--- src/rtl/snake_pkg.sv ---
// Shared snake-game definitions: command encodings, keyboard scan codes,
// PS/2 prefix bytes and the receiver state type.
package snake_pkg;

    localparam int unsigned CMD_W  = 4;
    localparam int unsigned BYTE_W = 8;

    // Game command encodings; 8-15 are reserved and never produced
    localparam logic [CMD_W-1:0] CMD_NONE  = 4'd0;
    localparam logic [CMD_W-1:0] CMD_UP    = 4'd1;
    localparam logic [CMD_W-1:0] CMD_DOWN  = 4'd2;
    localparam logic [CMD_W-1:0] CMD_LEFT  = 4'd3;
    localparam logic [CMD_W-1:0] CMD_RIGHT = 4'd4;
    localparam logic [CMD_W-1:0] CMD_START = 4'd5;
    localparam logic [CMD_W-1:0] CMD_PAUSE = 4'd6;
    localparam logic [CMD_W-1:0] CMD_QUIT  = 4'd7;

    // Set-2 make codes
    localparam logic [BYTE_W-1:0] SC_W       = 8'h1D;
    localparam logic [BYTE_W-1:0] SC_S       = 8'h1B;
    localparam logic [BYTE_W-1:0] SC_A       = 8'h1C;
    localparam logic [BYTE_W-1:0] SC_D       = 8'h23;
    localparam logic [BYTE_W-1:0] SC_ENTER   = 8'h5A;
    localparam logic [BYTE_W-1:0] SC_P       = 8'h4D;
    localparam logic [BYTE_W-1:0] SC_ESC     = 8'h76;
    localparam logic [BYTE_W-1:0] SC_E_UP    = 8'h75;
    localparam logic [BYTE_W-1:0] SC_E_DOWN  = 8'h72;
    localparam logic [BYTE_W-1:0] SC_E_LEFT  = 8'h6B;
    localparam logic [BYTE_W-1:0] SC_E_RIGHT = 8'h74;

    // PS/2 prefix bytes
    localparam logic [BYTE_W-1:0] PS2_EXT = 8'hE0;
    localparam logic [BYTE_W-1:0] PS2_BRK = 8'hF0;

    typedef enum logic [1:0] {
        RX_IDLE   = 2'd0,
        RX_DATA   = 2'd1,
        RX_PARITY = 2'd2,
        RX_STOP   = 2'd3
    } rx_state_t;

    // Map a make code (with E0-prefix flag) to a game command; CMD_NONE if unmapped
    function automatic logic [CMD_W-1:0] map_scancode(input logic ext,
                                                      input logic [BYTE_W-1:0] code);
        logic [CMD_W-1:0] cmd;
        cmd = CMD_NONE;
        if (ext) begin
            case (code)
                SC_E_UP:    cmd = CMD_UP;
                SC_E_DOWN:  cmd = CMD_DOWN;
                SC_E_LEFT:  cmd = CMD_LEFT;
                SC_E_RIGHT: cmd = CMD_RIGHT;
                default:    cmd = CMD_NONE;
            endcase
        end else begin
            case (code)
                SC_W:     cmd = CMD_UP;
                SC_S:     cmd = CMD_DOWN;
                SC_A:     cmd = CMD_LEFT;
                SC_D:     cmd = CMD_RIGHT;
                SC_ENTER: cmd = CMD_START;
                SC_P:     cmd = CMD_PAUSE;
                SC_ESC:   cmd = CMD_QUIT;
                default:  cmd = CMD_NONE;
            endcase
        end
        return cmd;
    endfunction

endpackage

--- src/rtl/ps2_rx.sv ---
// PS/2 byte receiver: input synchronizers, frame FSM, idle timeout.
// Produces a one-cycle byte_valid with the received byte, or a frame_err pulse.
module ps2_rx
    import snake_pkg::*;
#(
    parameter int unsigned TIMEOUT_CYCLES = 100000
) (
    input  logic              clock,
    input  logic              reset,
    input  logic              ps2_clk,
    input  logic              ps2_data,
    output logic [BYTE_W-1:0] rx_byte,
    output logic              byte_valid,
    output logic              frame_err
);

    localparam int unsigned IDLE_W = 17;
    localparam logic [IDLE_W-1:0] TIMEOUT_VAL = IDLE_W'(TIMEOUT_CYCLES);

    logic clk_s1, clk_s2, clk_prev;
    logic dat_s1, dat_s2;
    logic fall_c, timeout_c;

    logic [IDLE_W-1:0] idle_cnt;

    rx_state_t         state, state_n;
    logic [2:0]        bit_cnt, bit_cnt_n;
    logic [BYTE_W-1:0] shift, shift_n;
    logic              par_ok, par_ok_n;
    logic [BYTE_W-1:0] rx_byte_n;
    logic              byte_valid_n, frame_err_n;

    // Two-flop synchronizers plus previous-clock flop for edge detect
    always_ff @(posedge clock) begin
        if (reset) begin
            clk_s1   <= 1'b1;
            clk_s2   <= 1'b1;
            clk_prev <= 1'b1;
            dat_s1   <= 1'b1;
            dat_s2   <= 1'b1;
        end else begin
            clk_s1   <= ps2_clk;
            clk_s2   <= clk_s1;
            clk_prev <= clk_s2;
            dat_s1   <= ps2_data;
            dat_s2   <= dat_s1;
        end
    end

    assign fall_c    = clk_prev & ~clk_s2;
    // An edge arriving on the expiry cycle wins over the timeout
    assign timeout_c = ~fall_c && (idle_cnt == TIMEOUT_VAL) && (state != RX_IDLE);

    // Idle counter: cleared by each falling edge, saturates at the timeout value
    always_ff @(posedge clock) begin
        if (reset) begin
            idle_cnt <= '0;
        end else if (fall_c) begin
            idle_cnt <= '0;
        end else if (idle_cnt != TIMEOUT_VAL) begin
            idle_cnt <= idle_cnt + IDLE_W'(1);
        end
    end

    // FSM state and registered outputs
    always_ff @(posedge clock) begin
        if (reset) begin
            state      <= RX_IDLE;
            bit_cnt    <= '0;
            shift      <= '0;
            par_ok     <= 1'b0;
            rx_byte    <= '0;
            byte_valid <= 1'b0;
            frame_err  <= 1'b0;
        end else begin
            state      <= state_n;
            bit_cnt    <= bit_cnt_n;
            shift      <= shift_n;
            par_ok     <= par_ok_n;
            rx_byte    <= rx_byte_n;
            byte_valid <= byte_valid_n;
            frame_err  <= frame_err_n;
        end
    end

    // Next-state: advance one bit per falling PS/2 clock edge
    always_comb begin
        state_n      = state;
        bit_cnt_n    = bit_cnt;
        shift_n      = shift;
        par_ok_n     = par_ok;
        rx_byte_n    = rx_byte;
        byte_valid_n = 1'b0;
        frame_err_n  = 1'b0;
        if (timeout_c) begin
            state_n     = RX_IDLE;
            bit_cnt_n   = '0;
            shift_n     = '0;
            frame_err_n = 1'b1;
        end else if (fall_c) begin
            case (state)
                RX_IDLE: begin
                    if (!dat_s2) begin
                        state_n   = RX_DATA;
                        bit_cnt_n = '0;
                    end
                end
                RX_DATA: begin
                    shift_n   = {dat_s2, shift[BYTE_W-1:1]};
                    bit_cnt_n = bit_cnt + 3'd1;
                    if (bit_cnt == 3'd7) state_n = RX_PARITY;
                end
                RX_PARITY: begin
                    par_ok_n = ^{dat_s2, shift};
                    state_n  = RX_STOP;
                end
                RX_STOP: begin
                    if (dat_s2 && par_ok) begin
                        rx_byte_n    = shift;
                        byte_valid_n = 1'b1;
                    end else begin
                        frame_err_n = 1'b1;
                    end
                    state_n = RX_IDLE;
                end
                default: state_n = RX_IDLE;
            endcase
        end
    end

endmodule

--- src/rtl/ps2_snake_cmd.sv ---
// PS/2 keyboard to snake-game command decoder: handles E0/F0 prefixes and
// maps make codes to commands held until the next mapped key.
module ps2_snake_cmd
    import snake_pkg::*;
#(
    parameter int unsigned TIMEOUT_CYCLES = 100000
) (
    input  logic              clock,
    input  logic              reset,
    input  logic              PS2Clk,
    input  logic              PS2Data,
    output logic [CMD_W-1:0]  command,
    output logic              cmd_valid,
    output logic [BYTE_W-1:0] scancode,
    output logic              frame_err
);

    logic [BYTE_W-1:0] rx_byte;
    logic              rx_valid;
    logic              rx_err;
    logic              ext, brk;
    logic [CMD_W-1:0]  map_c;

    ps2_rx #(
        .TIMEOUT_CYCLES(TIMEOUT_CYCLES)
    ) u_rx (
        .clock      (clock),
        .reset      (reset),
        .ps2_clk    (PS2Clk),
        .ps2_data   (PS2Data),
        .rx_byte    (rx_byte),
        .byte_valid (rx_valid),
        .frame_err  (rx_err)
    );

    assign frame_err = rx_err;
    assign map_c     = map_scancode(ext, rx_byte);

    // Prefix tracking and command/scancode update on each received byte
    always_ff @(posedge clock) begin
        if (reset) begin
            ext       <= 1'b0;
            brk       <= 1'b0;
            command   <= CMD_NONE;
            cmd_valid <= 1'b0;
            scancode  <= '0;
        end else begin
            cmd_valid <= 1'b0;
            if (rx_err) begin
                ext <= 1'b0;
                brk <= 1'b0;
            end else if (rx_valid) begin
                if (rx_byte == PS2_EXT) begin
                    ext <= 1'b1;
                end else if (rx_byte == PS2_BRK) begin
                    brk <= 1'b1;
                end else begin
                    ext <= 1'b0;
                    brk <= 1'b0;
                    if (!brk) begin
                        scancode <= rx_byte;
                        if (map_c != CMD_NONE) begin
                            command   <= map_c;
                            cmd_valid <= 1'b1;
                        end
                    end
                end
            end
        end
    end

endmodule
--- config.mk ---
export PLATFORM = sky130hd
export DESIGN_NAME = ps2_snake_cmd
export DESIGN_NICKNAME = d
export VERILOG_FILES = /design/src/rtl/snake_pkg.sv /design/src/rtl/ps2_rx.sv /design/src/rtl/ps2_snake_cmd.sv
export SDC_FILE = /design/constraint.sdc
export NUM_CORES = 1
export LEC_CHECK = 0
export BUFFER_PORTS_ARGS = -buffer_cell sky130_fd_sc_hd__buf_2
export CAP_MARGIN = 20
export CORE_MARGIN = 3
export CORE_UTILIZATION = 45
export DETAILED_ROUTE_END_ITERATION = 8
export PLACE_DENSITY_LB_ADDON = 0.3
export SLEW_MARGIN = 20
export SYNTH_ARGS = -nofsm -noshare
export SYNTH_HDL_FRONTEND = slang
export SYNTH_SLANG_ARGS = --single-unit
--- constraint.sdc ---
create_clock -name clock -period 1.6 [get_ports clock]
set_input_delay 0.32 -clock clock [delete_from_list [all_inputs] [get_ports clock]]
set_output_delay 0.32 -clock clock [all_outputs]
set_load 0.1 [all_outputs]
==> impl_metrics.toml, run 1 <==
[outcome]
outcome = "complete, but fails checks"
violations = "setup timing"

[synthesis]
yosysTopAreaCellShare_pct = 43.6
synth_cells = 307
yosysSeqAreaShare_pct = 43.6
ys_warn_count = 0
syn_avg_cell_area_um2 = 8.97
synth.area.top_cells = "dfxtp_1, mux2i_1, nor2_1, xnor2_1, nand2_1"
ys_async_sr_fraction_pct = 0
synth_ff_type = "dfxtp_1"
synth.largest_area_cell = "dfxtp_1"
synth_area_mm2 = 0.00275
synth_cell_types = 50
synth_enable_flop_cells = 0
synth_nets = 319
synth-seq-cells = 60

[drt]
dr.pass1.iters = 6
drt-total-wl_um = 5810
via_per_inst = 5.19
drtIter0Drc = 134
wl_per_cell_um = 13.0
drtAntennaViolNets = 0
vias = 2320
remaining_drc_errors = 0

[job]
cap_violations = 0

[setup_path]
crit_chain = "and3b_1, o2111a_2, or3_4, a2bb2o_4, nand2_2, a21oi_2"
cp_slowest_cell = "or3_4"
cp_max_fo = 7
crit_required_ns = 1.82
critPathCaptureType = "flop"
critPathMaxStageDelay_ns = 0.41
critPathKind = "reg2reg"
critPathLaunchType = "flop"
cp.arrival_ns = 1.90

[power_and_ir_drop]
leakagePower_nw = 1.42
ir_drop_uv = 482
power.density_mw_per_mm2 = 793

[finish]
final_util_pct = 63.6
area_growth_pct = 31.8
diodes = 0
drive_above_1_share_pct = 36.5
fin_cells = 447
nets = 384
design_area_mm2 = 0.00363

[placement]
post-place-ws_ns = -0.0744
numPortBuffers = 16
dpl.cell_count = 426
place.gp.congestion = 0.919
dp_hpwl_um = 3990
place_area_mm2 = 0.00321

[grt]
grtUsageTotal_pct = 17.0
grt_pass1_vias = 2227
grt_max_degree = 25
grt_pass1_wl_um = 9850
antenna_found_initial = 0
grt-ovfl-total = 0

[die]
start_util_pct = 48.2
ioPinCount = 18
die_h_um = 84.2
die_width_um = 84.2
coreArea_mm2 = 0.00571
die-area_mm2 = 0.00709
num_rows = 27

[clock_tree]
hold_buffers = 0
cts.htree.levels = 3
clk_latency_ns = 0.34
cts_tree = "built"
cts_root_buf = "clkbuf_8"
cts_max_path_buffers = 2
cts.sinks = 60
cts_buffers = 9
clkTransAtPathRegs_ns = 0.06

[timing]
fin_setup_tns_ns = -0.373
max_freq_mhz = 594
rsz0062_at_grt = "true"
setup_slack_ns = -0.0833
drv_slew = 0
setup_viol = 17
finalCritPeriodShare_pct = 105
hold_violations = 0
fin_worst_skew_ns = 0.00871
fin_crit_ns = 1.68

[hold_path]
hold_class = "in2reg"
## layout by cell type (no fill, tap or decap), types with 4 or more instances in the layout
| cell | Yosys | final |
|---|---|---|
| nand3_1 | 21 | 16 |
| xor2_1 | 8 | 8 |
| a21oi_1 | 19 | 15 |
| nor3_1 | 5 | 4 |
| nand2_1 | 28 | 25 |
| a21oi_2 | 0 | 4 |
| clkbuf_8 | 0 | 9 |
| mux2i_1 | 17 | 17 |
| nor2_1 | 43 | 40 |
| buf_2 | 2 | 16 |
| nand4_1 | 6 | 6 |
| buf_6 | 1 | 4 |
| buf_4 | 4 | 45 |
| nor2_2 | 1 | 4 |
| dfxtp_2 | 0 | 11 |
| xnor2_1 | 14 | 14 |
| or2_2 | 6 | 6 |
| dfxtp_1 | 60 | 48 |
| inv_1 | 9 | 7 |
| ha_1 | 8 | 7 |
## metrics by stage
step	total power, mW	hold slack (ns)
floorplan	1.62	0.389
global placement	1.65	0.394
detailed placement	1.65	0.398
CTS	2.89	0.158
global route	3.01	0.153
finish	2.88	0.168
## sequential cells by signal (all words and copies together), names as in the netlist, 2 cells and up
name	flops
u_rx.idle_cnt	17
command	3
u_rx.bit_cnt	3
u_rx.shift	8
u_rx.state	2
scancode	8
u_rx.rx_byte	8
## critical path, delay by kind of cell (launching register included)
kind | cells | cell delay, ns
flip-flops | 1 | 0.36
AO/OA/AOI/OAI | 3 | 0.54
AND/OR/NAND/NOR | 3 | 0.66
## kinds of logic (layout without fill, tap and decap cells)
family          Yosys count  in the layout  synth area share (%)
mux                      18             18                  6.59
flops                    60             60                  43.6
xor+xnor                 22             22                  7.00
fa+ha+maj                 8              8                  3.63
buf+inv                  23             91                  4.04
other cells               1              1                 0.136
simple gates            140            140                  26.5
compound gates           35             35                  8.50
## path summary, 6_finish.rpt
check                                      from           to  slack [ns]  depth (start not counted)
worst max-delay path            u_rx.rx_byte[2]    cmd_valid       -0.08                          6
worst min-delay path                     PS2Clk  u_rx.clk_s1        0.17                          2
worst max register to register  u_rx.rx_byte[2]    cmd_valid       -0.08                          6
worst min register to register      u_rx.clk_s1  u_rx.clk_s2        0.41                          1
## synthesized netlist by cell type, types with 3 or more instances
library cell / number
nand2_1: 28
nor4_1: 3
or2_2: 6
nor2_1: 43
buf_4: 4
nor2b_1: 5
clkbuf_1: 7
o21ai_0: 3
nand3_1: 21
xor2_1: 8
a21oi_1: 19
ha_1: 8
nor3_1: 5
dfxtp_1: 60
xnor2_1: 14
inv_1: 9
mux2i_1: 17
nand4_1: 6
## repair_timing
action | 4_1_cts | 5_1_grt
setup buffers | 3 | 4
pin swaps | 1 | 15
resized for setup | 15 | 38
endpoints found under the setup margin | 18 | 27
cloned | 0 | 1
## metal layers
layer / vias up / track usage, % / routed length [um]
li1: 1185 / - / -
met1: 1067 / 21.5 / 2730
met2: 57 / 26.0 / 2720
met3: 11 / 4.42 / 256
met4: 0 / 10.1 / 100
met5: - / 0 / 0
## cell type report
type	instances	area, um^2
Inverter	9	33.8
Timing Repair Buffer	68	505
Multi-Input combinational cell	224	1610
Clock buffer	11	131
Tap cell	72	90.1
Sequential cell	60	1220
Clock inverter	3	40.0
Fill cell	469	2080
## where the power goes
group / switching (mW) / total (mW) / leakage (nW) / internal (mW)
combinational: 0.0714 / 0.124 / 0.843 / 0.0526
sequential: 0.0101 / 1.52 / 0.491 / 1.51
clock: 0.541 / 1.24 / 0.0890 / 0.697
Power figures use the tool's default switching activity.
==> run 2, diff against run 1 <==
SETUP_SLACK_MARGIN = 0.4   (was not set)
==> run 2 against run 1 <==
The run still ends with setup timing left. Die area did not move. Sequential cell count stayed put. Worst setup slack better by 0.023 ns. Cell count increased by 0.89%. Utilization grew 7.7 points. Global-route usage increased by 1.5 points. Sequential power is essentially flat. Final area increased by 12%. First-iteration DRC count fell by 25%. Power about the same. Critical path depth rose by 3. Critical path type unchanged. Critical endpoint is now u_rx.shift[5]. Highest routed layer unchanged.
==> impl_metrics.toml, run 2 (synthesis gave the netlist of run 1 again) <==
[grt]
gr-usage-met3_pct = 4.81
grt-ovfl-total = 0
top_usage_layer = "met2"
grt_max_degree = 25
antenna_found_initial = 0
grt_use_met2_pct = 29.6
grtUsageMet1_pct = 23.3
grtUsageTotal_pct = 18.5
grt_pass1_wl_um = 10700
grt_pass1_vias = 2401

[drt]
vias = 2404
dr.pass1.iters = 4
wl_per_cell_um = 14.4
drt-total-wl_um = 6500
via_per_inst = 5.33
drtIter0Drc = 101
remaining_drc_errors = 0
drtAntennaViolNets = 0

[finish]
diodes = 0
regMostFlops = "u_rx.idle_cnt"
final_common_cell = "buf_4"
design_area_mm2 = 0.00407
layout_common_cells = "buf_4, nor2_1, dfxtp_1, dfxtp_2, nand2_1"
fin_cells = 451
area_growth_pct = 47.8
fillers = 390
drive_above_1_share_pct = 47.5
largest_reg_flops = 17
nets = 387

[timing]
drv_slew = 0
rsz0062_at_grt = "true"
setup_slack_ns = -0.0603
fin_worst_skew_ns = 0.00716
finalCritPeriodShare_pct = 104
setup_viol = 19
fin_crit_ns = 1.66
hold_violations = 0
fin_hold_ws_ns = 0.158
fin_setup_tns_ns = -0.778
max_freq_mhz = 602

[clock_tree]
cts.htree.levels = 3
cts_tree = "built"
cts_max_path_buffers = 2
clkTransAtPathRegs_ns = 0.07
clk_latency_ns = 0.34
cts_buffers = 9
cts.sinks = 60
cts_root_buf = "clkbuf_8"

[setup_path]
crit_required_ns = 1.83
r2r_cells = 9
critPathLaunch = "u_rx.idle_cnt[0]"
critPathCaptureType = "flop"
r2r_start = "u_rx.idle_cnt[0]"
critPathLaunchType = "flop"
r2r_setup_slack_ns = -0.06
cp_max_fo = 8
cp.arrival_ns = 1.89
crit-reg2reg-capture = "u_rx.shift[5]"
endpoint = "u_rx.shift[5]"
critPathKind = "reg2reg"

[die]
start_util_pct = 48.2
num_rows = 27
ioPinCount = 18
coreArea_mm2 = 0.00571
die_h_um = 84.2
die_width_um = 84.2
die-area_mm2 = 0.00709

[outcome]
violations = "setup timing"
outcome = "complete, but fails checks"

[placement]
post-place-ws_ns = -0.127
dp_hpwl_um = 3940
numPortBuffers = 16
dpl.cell_count = 421
place_area_mm2 = 0.00326
place.gp.congestion = 0.846

[hold_path]
hold_class = "in2reg"

[job]
cap_violations = 0

[power_and_ir_drop]
ir_drop_uv = 445
power.density_mw_per_mm2 = 707
leakagePower_nw = 1.55
==> run 2: per-stage QoR <==
| stage | total power [mW] | utilization (%) |
|---|---|---|
| floorplan | 1.62 | - |
| global placement | 1.66 | 57.2 |
| detailed placement | 1.66 | 57.2 |
| CTS | 2.88 | 68.0 |
| global route | 2.97 | 71.3 |
| finish | 2.88 | 71.3 |
==> run 2: repair_timing <==
action | 4_1_cts | 5_1_grt
hold buffers | 0 | 0
gates cloned | 0 | 1
resized for setup | 101 | 31
pin swaps | 15 | 12
buffers inserted | 8 | 6
endpoints found under the setup margin | 65 | 64
==> run 2: worst min path at each step <==
| stage | from | to | slack, ns | depth (start not counted) |
|---|---|---|---|---|
| 2_1_floorplan | u_rx.clk_s1 | u_rx.clk_s2 | 0.39 | 1 |
| 5_1_grt | PS2Data | u_rx.dat_s1 | 0.15 | 2 |
| 3_3_place_gp | u_rx.dat_s1 | u_rx.dat_s2 | 0.39 | 1 |
| 4_1_cts | PS2Data | u_rx.dat_s1 | 0.15 | 2 |
| 3_5_place_dp | u_rx.clk_s1 | u_rx.clk_s2 | 0.41 | 1 |
| 6_report | PS2Data | u_rx.dat_s1 | 0.16 | 2 |
==> run 2: report_power, final <==
group          switching [mW]  internal [mW]  total [mW]
Combinational          0.0857         0.0636       0.149
Clock                   0.583          0.636        1.22
Sequential             0.0112           1.50        1.51
Total                   0.680           2.20        2.88
==> run 2: final cells by class <==
class / instances / area (um^2) / share of cell area [%]
Clock buffer: 13 / 159 / 3.91
Timing Repair Buffer: 71 / 768 / 18.9
Multi-Input combinational cell: 224 / 1740 / 42.8
Inverter: 9 / 36.3 / 0.892
Tap cell: 72 / 90.1 / 2.21
Clock inverter: 2 / 12.5 / 0.308
Sequential cell: 60 / 1260 / 31.0
==> run 2: routing by layer <==
layer | vias up | wire length (um)
met5 | - | 0
met4 | 0 | 144
met3 | 12 | 197
met2 | 43 | 3180
met1 | 1157 | 2980
li1 | 1192 | -
==> run 2: critical path, stage by stage (launching register included) <==
cell and delay (ns):
dfxtp_4 0.36, inv_4 0.06, ha_4 0.13, nand2_4 0.05, nor3_4 0.14, nand4_1 0.15
or3_4 0.38, nand2b_4 0.10, buf_8 0.15, a21oi_4 0.04
==> run 3, diff against run 2 <==
clock period = 1.9 ns   (was 1.6 ns; I/O delays follow)
==> run 3 against run 2 <==
The run now ends clean. Worst hold slack better by 0.069 ns. Worst setup slack better by 0.25 ns. Fmax down 3.0%. Routed wire length down 8.6%. Die area unchanged. Critical endpoint is now cmd_valid. First-iteration DRC count down 7.9%. Clock-buffer cell count up 2. Final area down 11%. Via count down 5.3%. Utilization down 8.0 points. Highest routed layer unchanged. Sequential power down 16%. Clock skew about the same.
==> impl_metrics.toml, run 3 (synthesis gave the netlist of run 1 again) <==
[clock_tree]
cts.htree.levels = 3
cts_max_path_buffers = 2
cts_tree = "built"
cts.sinks = 60
clkTransAtPathRegs_ns = 0.07
clk_latency_ns = 0.34
cts_root_buf = "clkbuf_8"
cts_buffers = 9

[power_and_ir_drop]
ir_drop_uv = 474
power.total_mw = 2.43
power.density_mw_per_mm2 = 674
leakagePower_nw = 1.33

[timing]
fin_setup_tns_ns = 0
fin_worst_skew_ns = 0.00673
fin_crit_ns = 1.71
setup_viol = 0
drv_slew = 0
rsz0062_at_grt = "true"
finalCritPeriodShare_pct = 90.0
hold_violations = 0
max_freq_mhz = 585

[placement]
numPortBuffers = 16
place_area_mm2 = 0.00294
place.gp.congestion = 0.896
dp_hpwl_um = 3630

[finish]
largest_reg_flops = 17
drive_above_1_share_pct = 37.9
final_common_cell = "dfxtp_1"
regMostFlops = "u_rx.idle_cnt"
area_growth_pct = 31.1
layout_common_cells = "dfxtp_1, nor2_1, buf_4, nand2_1, mux2i_1"
nets = 361
design_area_mm2 = 0.00361
diodes = 0

[hold_path]
hold_class = "in2reg"
min-delay-start = "PS2Data"

[die]
coreArea_mm2 = 0.00571
num_rows = 27
die-area_mm2 = 0.00709
start_util_pct = 48.2
ioPinCount = 18
die_width_um = 84.2
die_h_um = 84.2

[outcome]
outcome = "complete, no violations"

[drt]
wl_per_cell_um = 14.0
drtAntennaViolNets = 0
dr.pass1.iters = 4
drtIter0Drc = 93
drt-total-wl_um = 5940
remaining_drc_errors = 0
via_per_inst = 5.34
vias = 2276

[grt]
grt_pass1_vias = 2141
grt-ovfl-total = 0
antenna_found_initial = 0
grt_max_degree = 25
grt_pass1_wl_um = 9970
grtUsageTotal_pct = 17.3

[setup_path]
crit_required_ns = 2.12
critPathLaunch = "u_rx.rx_byte[2]"
cp_max_fo = 9
critPathLaunchType = "flop"
critPathKind = "reg2reg"
r2r_start = "u_rx.rx_byte[2]"
r2r_setup_slack_ns = 0.19
critPathCaptureType = "flop"
cp.arrival_ns = 1.93

[job]
cap_violations = 0
==> run 3: final timing paths <==
| kind | to | cells after the start |
|---|---|---|
| min reg2reg | u_rx.dat_s2 | 1 |
| max | cmd_valid | 6 |
| min | u_rx.dat_s1 | 2 |
| max reg2reg | cmd_valid | 6 |
==> run 3: where the power goes <==
group          internal, mW  switching (mW)  leakage, nW  total (mW)
combinational        0.0426          0.0603        0.742       0.103
sequential             1.26          0.0124        0.495        1.27
clock                 0.580           0.477       0.0937        1.06
==> run 3: layout make-up <==
| cell class | count | area [um^2] |
|---|---|---|
| clock inverters | 1 | 5.00 |
| well taps | 72 | 90.1 |
| fillers | 465 | 2100 |
| flip-flops and latches | 60 | 1240 |
| multi-input cells | 224 | 1700 |
| clock buffers | 15 | 176 |
| repair buffers | 45 | 357 |
| inverters | 9 | 36.3 |
==> run 3: critical path: stages, from the launching register on <==
cell	delay [ns]
dfxtp_4	0.38
and3b_1	0.20
o2111a_1	0.28
or3_4	0.40
a2bb2o_4	0.22
nand2_1	0.06
a21oi_1	0.05
==> run 3: repair_timing <==
| item | in CTS | in global routing |
|---|---|---|
| pin swaps | 6 | 17 |
| resized for setup | 26 | 72 |
| setup endpoints to repair | 32 | 53 |
| hold buffers | 0 | 0 |
| gates cloned | 0 | 1 |
| setup buffers | 9 | 8 |
==> run 3: per-stage QoR <==
stage                     setup WS, ns  instances  utilization [%]  hold slack (ns)
after global placement           0.164        392             51.5            0.391
after floorplan                  0.234        307                -            0.389
final                            0.189        426             63.2            0.227
after detailed placement         0.154        392             51.5            0.397
after CTS                        0.208        417             57.6            0.208
after global routing             0.119        426             63.2            0.209
==> run 3: per-layer routing <==
metal	GRT usage, %	wire length, um	up-vias	part of all wire, %
met1	22.2	2800	1079	47
li1	-	-	1146	-
met5	0	0	-	0
met4	7.46	111	0	1.9
met3	5.20	223	11	3.8
met2	27.0	2800	40	47
